--- config.mk ---
export PLATFORM = sky130hd
export DESIGN_NAME = hmc7044_spi_master_flat
export DESIGN_NICKNAME = d
export VERILOG_FILES = /design/src/rtl/hmc7044_spi_master_if.sv /design/src/rtl/hmc7044_spi_master.sv /design/src/flat_wrapper.sv
export SDC_FILE = /design/constraint.sdc
export NUM_CORES = 1
export LEC_CHECK = 0
export CORE_MARGIN = 8
export CORE_UTILIZATION = 30
export CTS_BUF_LIST = sky130_fd_sc_hd__clkbuf_4
export DETAILED_ROUTE_END_ITERATION = 12
export SYNTH_ARGS = -nofsm -noshare
export SYNTH_HDL_FRONTEND = slang
export SYNTH_SLANG_ARGS = --single-unit
--- constraint.sdc ---
create_clock -name CLK -period 4.9 [get_ports CLK]
set_clock_uncertainty 0.15 [all_clocks]
set_input_delay 0.98 -clock CLK [delete_from_list [all_inputs] [get_ports CLK]]
set_output_delay 0.98 -clock CLK [all_outputs]
set_load 0.01 [all_outputs]
--- src/rtl/hmc7044_spi_master_if.sv ---
// Local-bus handshake between the HMC7044 register block (master) and the
// SPI serializer (slave). One single-byte request is outstanding at a time.
interface hmc7044_spi_master_if;
  logic        LB_REQ;
  logic        LB_RNW;
  logic [14:0] LB_ADR;
  logic [7:0]  LB_WDAT;
  logic [7:0]  LB_RDAT;
  logic        LB_ACK;

  modport master (
    output LB_REQ, LB_RNW, LB_ADR, LB_WDAT,
    input  LB_RDAT, LB_ACK
  );

  modport slave (
    input  LB_REQ, LB_RNW, LB_ADR, LB_WDAT,
    output LB_RDAT, LB_ACK
  );
endinterface

--- src/rtl/hmc7044_spi_master.sv ---
// HMC7044 3-wire SPI master: turns one local-bus request into a 24-bit frame
// {R/W, W1W0=00, ADR[12:0], DATA} sent MSB first, and returns LB_RDAT/LB_ACK.
module hmc7044_spi_master #(
  parameter int CLK_DIV  = 4,
  parameter int CS_SETUP = 2,
  parameter int CS_HOLD  = 2,
  parameter int IDLE_GAP = 2
) (
  input  logic                       CLK,
  input  logic                       RST,
  hmc7044_spi_master_if.slave        lb,
  output logic                       SPI_SCLK,
  output logic                       SPI_SLEN,
  output logic                       SPI_SDO,
  input  logic                       SPI_SDI,
  output logic                       SPI_SDIO_OE,
  output logic                       BUSY
);

  if (CLK_DIV < 1 || CS_SETUP < 1 || CS_HOLD < 1 || IDLE_GAP < 1) begin : g_param_check
    $error("hmc7044_spi_master: CLK_DIV, CS_SETUP, CS_HOLD and IDLE_GAP must all be >= 1");
  end

  localparam logic [2:0] S_IDLE  = 3'd0;
  localparam logic [2:0] S_SETUP = 3'd1;
  localparam logic [2:0] S_SHIFT = 3'd2;
  localparam logic [2:0] S_HOLD  = 3'd3;
  localparam logic [2:0] S_DONE  = 3'd4;
  localparam logic [2:0] S_GAP   = 3'd5;

  localparam int CNT_MAX = (CLK_DIV > CS_SETUP ? CLK_DIV : CS_SETUP) >
                           (CS_HOLD > IDLE_GAP ? CS_HOLD : IDLE_GAP) ?
                           (CLK_DIV > CS_SETUP ? CLK_DIV : CS_SETUP) :
                           (CS_HOLD > IDLE_GAP ? CS_HOLD : IDLE_GAP);
  localparam int CW = $clog2(CNT_MAX) + 1;

  logic [2:0]    state;
  logic [CW-1:0] cnt;
  logic [4:0]    bit_idx;
  logic [22:0]   frame_sr;   // remaining bits after the one currently on SDO
  logic          is_read;
  logic [7:0]    rx_sr;
  logic [7:0]    rdat_r;
  logic          ack_r;
  logic          adr_hi_unused;

  assign adr_hi_unused = ^lb.LB_ADR[14:13];
  assign BUSY          = (state != S_IDLE);
  assign lb.LB_ACK     = ack_r;
  assign lb.LB_RDAT    = rdat_r;

  // NOTE: every register here uses non-blocking assignment so each branch
  // reads pre-edge values (e.g. frame_sr[22] is the bit before the shift).
  always_ff @(posedge CLK) begin
    if (RST) begin
      state       <= S_IDLE;
      cnt         <= '0;
      bit_idx     <= '0;
      frame_sr    <= '0;
      is_read     <= 1'b0;
      rx_sr       <= '0;
      rdat_r      <= '0;
      ack_r       <= 1'b0;
      SPI_SCLK    <= 1'b0;
      SPI_SLEN    <= 1'b1;
      SPI_SDO     <= 1'b0;
      SPI_SDIO_OE <= 1'b0;
    end else begin
      ack_r <= 1'b0;
      case (state)
        S_IDLE: begin
          if (lb.LB_REQ) begin
            frame_sr    <= {2'b00, lb.LB_ADR[12:0], (lb.LB_RNW ? 8'h00 : lb.LB_WDAT)};
            is_read     <= lb.LB_RNW;
            SPI_SDO     <= lb.LB_RNW;
            SPI_SLEN    <= 1'b0;
            SPI_SCLK    <= 1'b0;
            SPI_SDIO_OE <= 1'b1;
            cnt         <= CW'(CS_SETUP - 1);
            state       <= S_SETUP;
          end
        end
        S_SETUP: begin
          if (cnt != '0) begin
            cnt <= cnt - 1'b1;
          end else begin
            cnt     <= CW'(CLK_DIV - 1);
            bit_idx <= '0;
            state   <= S_SHIFT;
          end
        end
        S_SHIFT: begin
          if (cnt != '0) begin
            cnt <= cnt - 1'b1;
          end else if (!SPI_SCLK) begin
            SPI_SCLK <= 1'b1;
            cnt      <= CW'(CLK_DIV - 1);
          end else begin
            // End of a high phase: SCLK falls, read data is sampled here.
            SPI_SCLK <= 1'b0;
            if (bit_idx >= 5'd16) rx_sr <= {rx_sr[6:0], SPI_SDI};
            if (bit_idx == 5'd23) begin
              cnt   <= CW'(CS_HOLD - 1);
              state <= S_HOLD;
            end else begin
              bit_idx  <= bit_idx + 1'b1;
              SPI_SDO  <= frame_sr[22];
              frame_sr <= {frame_sr[21:0], 1'b0};
              cnt      <= CW'(CLK_DIV - 1);
              if (is_read && bit_idx == 5'd15) SPI_SDIO_OE <= 1'b0;
            end
          end
        end
        S_HOLD: begin
          if (cnt != '0) begin
            cnt <= cnt - 1'b1;
          end else begin
            SPI_SLEN    <= 1'b1;
            SPI_SDIO_OE <= 1'b0;
            ack_r       <= 1'b1;
            if (is_read) rdat_r <= rx_sr;
            state       <= S_DONE;
          end
        end
        S_DONE: begin
          cnt   <= CW'(IDLE_GAP - 1);
          state <= S_GAP;
        end
        S_GAP: begin
          if (cnt != '0) cnt <= cnt - 1'b1;
          else           state <= S_IDLE;
        end
        default: state <= S_IDLE;
      endcase
    end
  end

endmodule

--- src/flat_wrapper.sv ---
// flat-port wrapper written by rule: the top's interface ports become plain ports
module hmc7044_spi_master_flat 
#(
  parameter int CLK_DIV  = 4,
  parameter int CS_SETUP = 2,
  parameter int CS_HOLD  = 2,
  parameter int IDLE_GAP = 2
)
  (CLK, RST, SPI_SCLK, SPI_SLEN, SPI_SDO, SPI_SDI, SPI_SDIO_OE, BUSY, lb_LB_REQ, lb_LB_RNW, lb_LB_ADR, lb_LB_WDAT, lb_LB_RDAT, lb_LB_ACK);
  hmc7044_spi_master_if lb_i ();
  input  logic CLK;
  input  logic RST;
  output logic SPI_SCLK;
  output logic SPI_SLEN;
  output logic SPI_SDO;
  input  logic SPI_SDI;
  output logic SPI_SDIO_OE;
  output logic BUSY;
  input wire logic [$bits(lb_i.LB_REQ)-1:0] lb_LB_REQ;
  input wire logic [$bits(lb_i.LB_RNW)-1:0] lb_LB_RNW;
  input wire logic [$bits(lb_i.LB_ADR)-1:0] lb_LB_ADR;
  input wire logic [$bits(lb_i.LB_WDAT)-1:0] lb_LB_WDAT;
  output wire logic [$bits(lb_i.LB_RDAT)-1:0] lb_LB_RDAT;
  output wire logic [$bits(lb_i.LB_ACK)-1:0] lb_LB_ACK;
  assign lb_i.LB_REQ = lb_LB_REQ;
  assign lb_i.LB_RNW = lb_LB_RNW;
  assign lb_i.LB_ADR = lb_LB_ADR;
  assign lb_i.LB_WDAT = lb_LB_WDAT;
  assign lb_LB_RDAT = lb_i.LB_RDAT;
  assign lb_LB_ACK = lb_i.LB_ACK;
  hmc7044_spi_master #(.CLK_DIV(CLK_DIV), .CS_SETUP(CS_SETUP), .CS_HOLD(CS_HOLD), .IDLE_GAP(IDLE_GAP)) u_core (.CLK(CLK), .RST(RST), .lb(lb_i), .SPI_SCLK(SPI_SCLK), .SPI_SLEN(SPI_SLEN), .SPI_SDO(SPI_SDO), .SPI_SDI(SPI_SDI), .SPI_SDIO_OE(SPI_SDIO_OE), .BUSY(BUSY));
endmodule
# ---- Yosys cells after proc, flatten, opt, wreduce, memory -nomap -nowiden
# Cells that the tools add are included.
dict set report op_classes {
  reduce_logical 21
  addsub 2
  n_mux 44
  n_eq_ne 17
  magnitude_cmp 1
  n_bitwise 2
}
# operator n
set op_table {}
lappend op_table {{$mux 23} 4}
lappend op_table {{$pmux 23 s2} 1}
lappend op_table {{$mux 3} 11}
lappend op_table {{$mux 5} 4}
lappend op_table {{$pmux 3 s6} 1}
lappend op_table {{$mux 1} 15}
lappend op_table {{$pmux 3 s5} 1}
lappend op_table {{$reduce_and 7->1} 2}
lappend op_table {{$ne 2x2->1 const B} 6}
lappend op_table {{$reduce_and 3->1} 4}
lappend op_table {{$pmux 5 s2} 1}
lappend op_table {{$reduce_and 5->1} 2}
lappend op_table {{$reduce_bool 3->1} 3}
lappend op_table {{$mux 8} 1}
lappend op_table {{$ne 2x1->1 const B} 4}
lappend op_table {{$eq 3x2->1 const B} 2}
lappend op_table {{$eq 3x3->1 const B} 2}
lappend op_table {{$pmux 1 s2} 3}
lappend op_table {{$reduce_bool 2->1} 3}
lappend op_table {{$add 5x1->5 const B} 1}
lappend op_table {{$eq 5x4->1 const B} 1}
lappend op_table {{$eq 5x5->1 const B} 1}
lappend op_table {{$ge 5x5->1 const B} 1}
lappend op_table {{$reduce_bool 5->1} 1}
lappend op_table {{other kinds (10)} 12}
dict set report totals {
  reg_bits 56
  inputBits 28
  elab_cells 99
}

# ---- Logic depth before layout (Yosys ltp)
# Gate-level depths: netlist (run 1).
dict set report logic_depth {
  depth_word 7
  mapped_depth 8
  mapped_depth_nobuf 6
}

# ---- Least setup slack after synthesis (run 1)
# OpenSTA, ideal clock, no wires.
dict set report synth_path {
  path_type {input to register}
  startpoint {input lb_LB_REQ}
  endpoint {register u_core.SPI_SDO}
  setup_ns 0.086
  cell_stages 6
  arrival_ns 1.987
  slack_ns 2.677
  required_ns 4.664
  cell_sequence {nor4b_2 -> a31o_2 -> buf_2 -> buf_4 -> nor2_1 -> a211oi_1}
}
dict set report synth_between {
  elab_chain_cells 2
}
# element line_no
set synth_rtl {}
lappend synth_rtl {{from (decl)} flat_wrapper.sv:19} ;# input wire logic [$bits(lb_i.LB_REQ)-1:0] lb_LB_REQ;
lappend synth_rtl {{$ne 2x2->1 (no line)} -}
lappend synth_rtl {{$reduce_and 5->1 (no line)} -}
lappend synth_rtl {{to (signal assigned)} hmc7044_spi_master.sv:75} ;# SPI_SDO <= lb.LB_RNW;
lappend synth_rtl {{to (signal assigned)} hmc7044_spi_master.sv:107} ;# SPI_SDO <= frame_sr[22];
lappend synth_rtl {{to (decl)} hmc7044_spi_master.sv:14} ;# output logic SPI_SDO,
# No other way between the ends.
# A chain may end at the register's enable or synchronous reset.

# ---- Worst setup path in the final report (run 1)
dict set report layout_path {
  startpoint {register u_core.state[0]}
  endpoint {output BUSY}
}
dict set report layout_between {
  elab_chain_cells 1
}
# element line_no
set layout_rtl {}
lappend layout_rtl {{from (decl)} hmc7044_spi_master.sv:37} ;# logic [2:0] state;
lappend layout_rtl {{from (signal assigned)} hmc7044_spi_master.sv:56} ;# state <= S_IDLE;
lappend layout_rtl {{from (signal assigned)} hmc7044_spi_master.sv:80} ;# state <= S_SETUP;
lappend layout_rtl {{from (signal assigned)} hmc7044_spi_master.sv:89} ;# state <= S_SHIFT;
lappend layout_rtl {{$reduce_bool 3->1} hmc7044_spi_master.sv:48} ;# assign BUSY = (state != S_IDLE);
lappend layout_rtl {{to (decl)} flat_wrapper.sv:18} ;# output logic BUSY;
# No other way between the ends.

==> metrics.cfg, run 1 <==
[route]
vias_per_cell = 4.91
ant_nets = 0
drtPass1Iterations = 4
wirelength_um = 5580
vias = 2054
drcViolationCount = 0
drtIter0Drc = 90
wl_per_cell_um = 13.3

[cells_and_area]
layout_commonest_cell = dfxtp_1
drive_gt1_frac = 0.0518
final_nets = 340
final_cell_mix = 56 x dfxtp_1, 45 x nor2_1, 38 x clkdlybuf4s50_1
area_growth_pct = 19.1
utilization = 0.364
fillerInstances = 890

[clock_tree]
cts_tree = done
clock_path_buffers = 2
post_cts_buffers = 0
htree_levels = 2
cts_resized = 0
clk_pin_slew_ns = 0.16
clock_sinks = 56
ctsHoldBuffers = 0
cts_inserted_buffers = 5
clkLatencyLatePin_ns = 0.36
cts-root-buf = clkbuf_4

[logic_synthesis]
seq_area_frac_synth = 0.427
yosysUniqueCellTypes = 50
ys_ff_latch = 56
netlist_top_cells_area = dfxtp_1 43%, mux2i_1 12%, nor2_1 6.4%
syn_area_mm2 = 0.00262
async_reset_ff_frac = 0
yosysWarnings = 0
synthCells = 283
ys.flop_type = dfxtp_1
syn_area_per_cell_um2 = 9.27
synth_top_cell_area_share = 0.427
synth_edf_count = 0
syn_nets = 315
yosysTopAreaCell = dfxtp_1

[critical_path]
crit_start = u_core.state[0]
cp-start-kind = flop
worstPathRequired_ns = 3.77
cp-endpoint = BUSY
critical_path.max_fanout = 19
cp-end-kind = output pin
rr_worst_depth = 4
critical_path_class = reg2out
cp.arrival_ns = 1.84
r2r-start = u_core.state[1]
r2r_end = u_core.rx_sr[2]
reg2reg_slack_ns = 2.17

[floorplanning]
io_pins = 42
die_h_um = 109
core_area_mm2 = 0.00859
die_area_mm2 = 0.0120
start_util = 0.305
dieWidth_um = 109
num_rows = 34

[timing]
fmax_mhz = 337
setup_tns_ns = 0
tightest_slew_ns = 1.03
period_share = 0.606
slew_viol_final = 0
fin_crit_ns = 2.97
hold_viol = 0
setup_viol = 0
grt_setup_unrepaired = no
fin_hold_ws_ns = 0.336
slew_headroom = 0.313
fin_ws_ns = 1.93

[global_route]
grt_pass1_wl_um = 9270
antenna_found_initial = 1
grt_max_degree = 56
grt_overflow_total = 0
grt_pass1_vias = 1945
track_usage = 0.0945

[place]
dp_slack_ns = 1.56
dp_hpwl_um = 3830
gp_congestion = 0.717
port_buffers = 39

[power_and_ir_drop]
peakVddDrop_uv = 180
leakagePower_nw = 1.22
p_per_area_mw_per_mm2 = 341
fin_total_pwr_w = 0.00107

[status]
outcome = completed

[run]
max_cap_viol_count = 0

[min_path]
whs_path_depth = 2
hold_path_class = reg2reg

[synthesized netlist by cell type (all sizes together) (2+ instances only)]
master / n
o21bai: 2
clkbuf: 11
a21o: 2
a21oi: 17
o21ai: 6
inv: 4
buf: 10
dfxtp: 56
a211oi: 22
nor2: 45
nor3b: 9
or3b: 2
nor2b: 4
ha: 4
nand3b: 2
nand2: 6
nand2b: 6
nand4b: 3
a31oi: 2
nor3: 4
mux2i: 31
nand3: 4
a21boi: 5
or3: 3
nand4: 3
nor4b: 2
or4: 2
[layer usage]
layer  vias up  track usage  wire [µm]
met5         -            0          0
met4         0       0.0347         51
met3         4       0.0240        234
met2        23        0.154       2600
met1       951        0.117       2690
li1       1076            -          -
[sequential cells by signal (all words and copies together) (netlist names)]
register            flops
u_core.frame_sr        23
u_core.SPI_SLEN         1
u_core.rx_sr            8
u_core.SPI_SCLK         1
u_core.lb.LB_RDAT       8
u_core.lb.LB_ACK        1
u_core.is_read          1
u_core.bit_idx          5
u_core.cnt              3
u_core.state            3
u_core.SPI_SDO          1
u_core.SPI_SDIO_OE      1
[layout make-up]
cell class / count / area [µm²] / share of cell area
Sequential cell: 56 / 1120 / 0.359
Inverter: 4 / 15.0 / 0.00481
Timing Repair Buffer: 39 / 385 / 0.123
Clock inverter: 2 / 38.8 / 0.0124
Multi-Input combinational cell: 202 / 1380 / 0.442
Antenna cell: 1 / 2.50 / 0.000801
Clock buffer: 6 / 45.0 / 0.0144
Tap cell: 108 / 135 / 0.0433
[kinds of logic after synthesis]
kind of cell | count (synthesis) | synth area share
simple gates | 101 | 0.215
compound gates | 64 | 0.167
flops | 56 | 0.427
mux | 32 | 0.123
buf+inv | 25 | 0.0458
fa+ha+maj | 4 | 0.0191
xor+xnor | 1 | 0.00334
[critical path, stage by stage (launching register included)]
cell and delay (ns):
dfxtp_1 0.74, or3_1 0.21, clkdlybuf4s50_1 0.53
[power breakdown]
| part | switching (W) | total, W | internal [W] |
|---|---|---|---|
| Combinational | 0.000140 | 0.000269 | 0.000129 |
| Clock | 0.000143 | 0.000258 | 0.000116 |
| Sequential | 0.0000399 | 0.000539 | 0.000499 |
| Total | 0.000323 | 0.00107 | 0.000744 |
[metrics by stage]
step / instance area, µm² / instances
after global routing: 3120 / 418
after detailed placement: 3040 / 409
after CTS: 3120 / 417
final: 3120 / 418
after global placement: 3040 / 409
after floorplan: 2620 / 283
[worst min path at each step]
stage	startpoint	slack, ns	to
floorplan	u_core.frame_sr[22]	0.29	u_core.frame_sr[22]
CTS	u_core.frame_sr[21]	0.34	u_core.frame_sr[21]
detailed placement	u_core.frame_sr[21]	0.32	u_core.frame_sr[21]
global placement	u_core.frame_sr[22]	0.31	u_core.frame_sr[22]
global route	u_core.frame_sr[21]	0.35	u_core.frame_sr[21]
finish	u_core.frame_sr[0]	0.34	u_core.frame_sr[0]
Power figures use the tool's default switching activity.
==> run 2: changes to the inputs <==
- clock period: 4.9 -> 2.7 ns (I/O delays scaled with it)
==> metrics.cfg, run 2 (synthesis results as in run 1) <==
[status]
outcome = completed

[power_and_ir_drop]
leakagePower_nw = 1.27
p_per_area_mw_per_mm2 = 639
peakVddDrop_uv = 256

[timing]
fin_crit_ns = 2.49
slew_headroom = 0.564
period_share = 0.924
setup_tns_ns = 0
setup_viol = 0
fmax_mhz = 401
grt_setup_unrepaired = no
tightest_slew_ns = 0.653
slew_viol_final = 0
hold_viol = 0
fin_hold_ws_ns = 0.335

[cells_and_area]
fillerInstances = 878
register_area_mm2 = 0.00112
area_growth_pct = 22.3
largest_reg_flops = 23
top_register = u_core.frame_sr
drive_gt1_frac = 0.0728
layout_commonest_cell = dfxtp_1
final_cell_mix = 56 x dfxtp_1, 45 x nor2_1, 38 x clkdlybuf4s50_1
multi_input_area_mm2 = 0.00138
instances_no_fill = 424
diodes = 0
final_nets = 348
utilization = 0.373

[route]
ant_nets = 0
drcViolationCount = 0
drtIter0Drc = 81
vias_per_cell = 5.03
drtPass1Iterations = 5
wl_per_cell_um = 13.5
wirelength_um = 5740
vias = 2133

[floorplanning]
num_rows = 34
die_area_mm2 = 0.0120
io_pins = 42
die_h_um = 109
dieWidth_um = 109
start_util = 0.305
core_area_mm2 = 0.00859

[critical_path]
cp-start-kind = flop
critical_path.max_fanout = 14
reg2reg_slack_ns = 0.60
cp-end-kind = output pin
cp.arrival_ns = 1.80
worstPathRequired_ns = 2.01
critical_path_class = reg2out

[global_route]
antenna_found_initial = 0
grt_overflow_total = 0
grt_pass1_wl_um = 9470
grt_max_degree = 48
grt_pass1_vias = 2027
track_usage = 0.0960

[clock_tree]
clock_path_buffers = 2
htree_levels = 2
post_cts_buffers = 0
clk_pin_slew_ns = 0.15
cts_resized = 0
ctsHoldBuffers = 0
clkLatencyLatePin_ns = 0.36
cts-root-buf = clkbuf_4
cts_inserted_buffers = 5
clock_sinks = 56
cts_tree = done

[run]
max_cap_viol_count = 0

[place]
dp.cells = 417
gp_congestion = 0.728
dp_hpwl_um = 3960
port_buffers = 39

[min_path]
hold_path_class = reg2reg

run 2: changes by cell type in the layout (fill, tap and decap cells not counted), sizes merged:
cell	delta
inv	-1
diode	-1
clkbuf	-1
buf	+8
bufinv	+1
run 2: cell type report:
type	instances	area share
flip-flops and latches	56	0.349
multi-input cells	202	0.431
inverters	4	0.00468
repair buffers	47	0.143
well taps	108	0.0421
clock buffers	5	0.0117
clock inverters	2	0.0187
run 2: layer usage:
metal	vias up	routed length [µm]	track usage
li1	1099	-	-
met1	986	2720	0.123
met2	40	2640	0.154
met3	8	296	0.0223
met4	0	87	0.0347
met5	-	0	0
run 2: worst paths after layout:
kind / from / end / cells after the start
max: u_core.state[1] / BUSY / 3
min reg2reg: u_core.frame_sr[22] / u_core.frame_sr[22] / 2
max reg2reg: u_core.state[2] / u_core.bit_idx[4] / 4
min: u_core.frame_sr[22] / u_core.frame_sr[22] / 2
run 2: stage by stage:
step                      cell area (µm²)  power, W  worst slack, ns
after detailed placement             3110   0.00153            0.462
after CTS                            3210   0.00208            0.179
after floorplan                      2620   0.00136            0.823
final                                3210   0.00205            0.205
after global routing                 3210   0.00217            0.138
after global placement               3110   0.00152            0.468
run 2: power by group:
group	internal, W	leakage [nW]	switching (W)
Sequential	0.000905	0.458	0.0000563
Clock	0.000284	0.0513	0.000254
Combinational	0.000263	0.757	0.000288
run 2: critical path, cell delays in order, from the launching register on:
cell	delay [ns]
dfxtp_1	0.40
buf_4	0.20
or3_1	0.35
clkdlybuf4s50_1	0.48
==> run 3: changes to the inputs <==
- CORE_UTILIZATION: 30 -> 26
==> metrics.cfg, run 3 (synthesis results as in run 1) <==
[timing]
grt_setup_unrepaired = no
slew_headroom = 0.542
setup_tns_ns = 0
fmax_mhz = 408
fin_hold_ws_ns = 0.334
hold_viol = 0
tightest_slew_ns = 0.687
period_share = 0.908
slew_viol_final = 0
fin_crit_ns = 2.45
setup_viol = 0

[cells_and_area]
top_register = u_core.frame_sr
final_cell_mix = 56 x dfxtp_1, 45 x nor2_1, 38 x clkdlybuf4s50_1
largest_reg_flops = 23
drive_gt1_frac = 0.0757
instances_no_fill = 450
layout_commonest_cell = dfxtp_1
finalInstanceArea_mm2 = 0.00322
final_nets = 348
diodes = 0
area_growth_pct = 22.9

[clock_tree]
clock_sinks = 56
post_cts_buffers = 0
cts-root-buf = clkbuf_4
htree_levels = 2
clkLatencyLatePin_ns = 0.38
clk_pin_slew_ns = 0.15
cts_inserted_buffers = 5
ctsHoldBuffers = 0
cts_resized = 0
cts_tree = done
clock_path_buffers = 2

[run]
max_cap_viol_count = 0

[global_route]
antenna_found_initial = 0
grt_pass1_vias = 1990
grt_overflow_total = 0
track_usage = 0.0849
grt_max_degree = 48
grt_pass1_wl_um = 9340

[power_and_ir_drop]
p_per_area_mw_per_mm2 = 611
leakagePower_nw = 1.26
peakVddDrop_uv = 291
fin_total_pwr_w = 0.00197

[route]
drtIter0Drc = 83
vias_per_cell = 4.66
drcViolationCount = 0
wl_per_cell_um = 12.6
vias = 2096
ant_nets = 0
drtPass1Iterations = 4
wirelength_um = 5670

[critical_path]
critical_path_class = reg2out
critical_path.max_fanout = 16
worstPathRequired_ns = 2.01
cp-end-kind = output pin
cp.arrival_ns = 1.76
cp-start-kind = flop

[floorplanning]
io_pins = 42
dieWidth_um = 116
start_util = 0.268
core_area_mm2 = 0.00977
num_rows = 36
die_h_um = 116
die_area_mm2 = 0.0136

[min_path]
hold_path_class = reg2reg

[place]
dp_hpwl_um = 4010
dp.cells = 442
port_buffers = 39
gp_congestion = 0.781
place_area_mm2 = 0.00314

[status]
outcome = completed

==> run 3: cell count changes in the layout (fill, tap and decap cells not counted) <==
cell | previous run | this run
bufinv_16 | 2 | 1
clkbuf_4 | 5 | 6
clkinv_2 | 0 | 1
==> run 3: layout make-up <==
class                      instances  area (µm²)
clock buffer                       6        45.0
multi-input combinational        202        1380
sequential                        56        1120
tap                              133         166
fill                            1037        6550
inverter                           4        15.0
clock inverter                     2        35.0
timing repair buffer              47         458
==> run 3: metrics by stage <==
step	util	setup slack, ns
final	0.330	0.249
after global routing	0.330	0.165
after CTS	0.330	0.213
after detailed placement	0.321	0.409
after global placement	0.321	0.468
after floorplan	-	0.823
==> run 3: worst max-delay path, cell delays in order (launching register included) <==
cell             delay [ns]
dfxtp_1                0.68
or3_1                  0.18
clkdlybuf4s50_1        0.53
==> run 3: per-layer routing <==
metal	track usage	vias up	wire length [µm]
met5	0	-	0
met4	0.0259	0	70
met3	0.0264	9	238
met2	0.136	26	2530
met1	0.107	968	2840
li1	-	1093	-
==> run 3: worst paths after layout <==
path / endpoint / slack [ns] / startpoint / cells after the start
hold / removal: u_core.frame_sr[22] / 0.33 / u_core.frame_sr[22] / 2
setup / recovery: BUSY / 0.25 / u_core.state[2] / 2
setup reg to reg: u_core.bit_idx[4] / 0.61 / u_core.state[2] / 4
hold reg to reg: u_core.frame_sr[22] / 0.33 / u_core.frame_sr[22] / 2
==> run 3: where the power goes <==
group | total (W) | switching (W) | internal, W | leakage (nW)
Combinational | 0.000544 | 0.000279 | 0.000265 | 0.757
Sequential | 0.000962 | 0.0000563 | 0.000905 | 0.458
Clock | 0.000464 | 0.000259 | 0.000205 | 0.0456
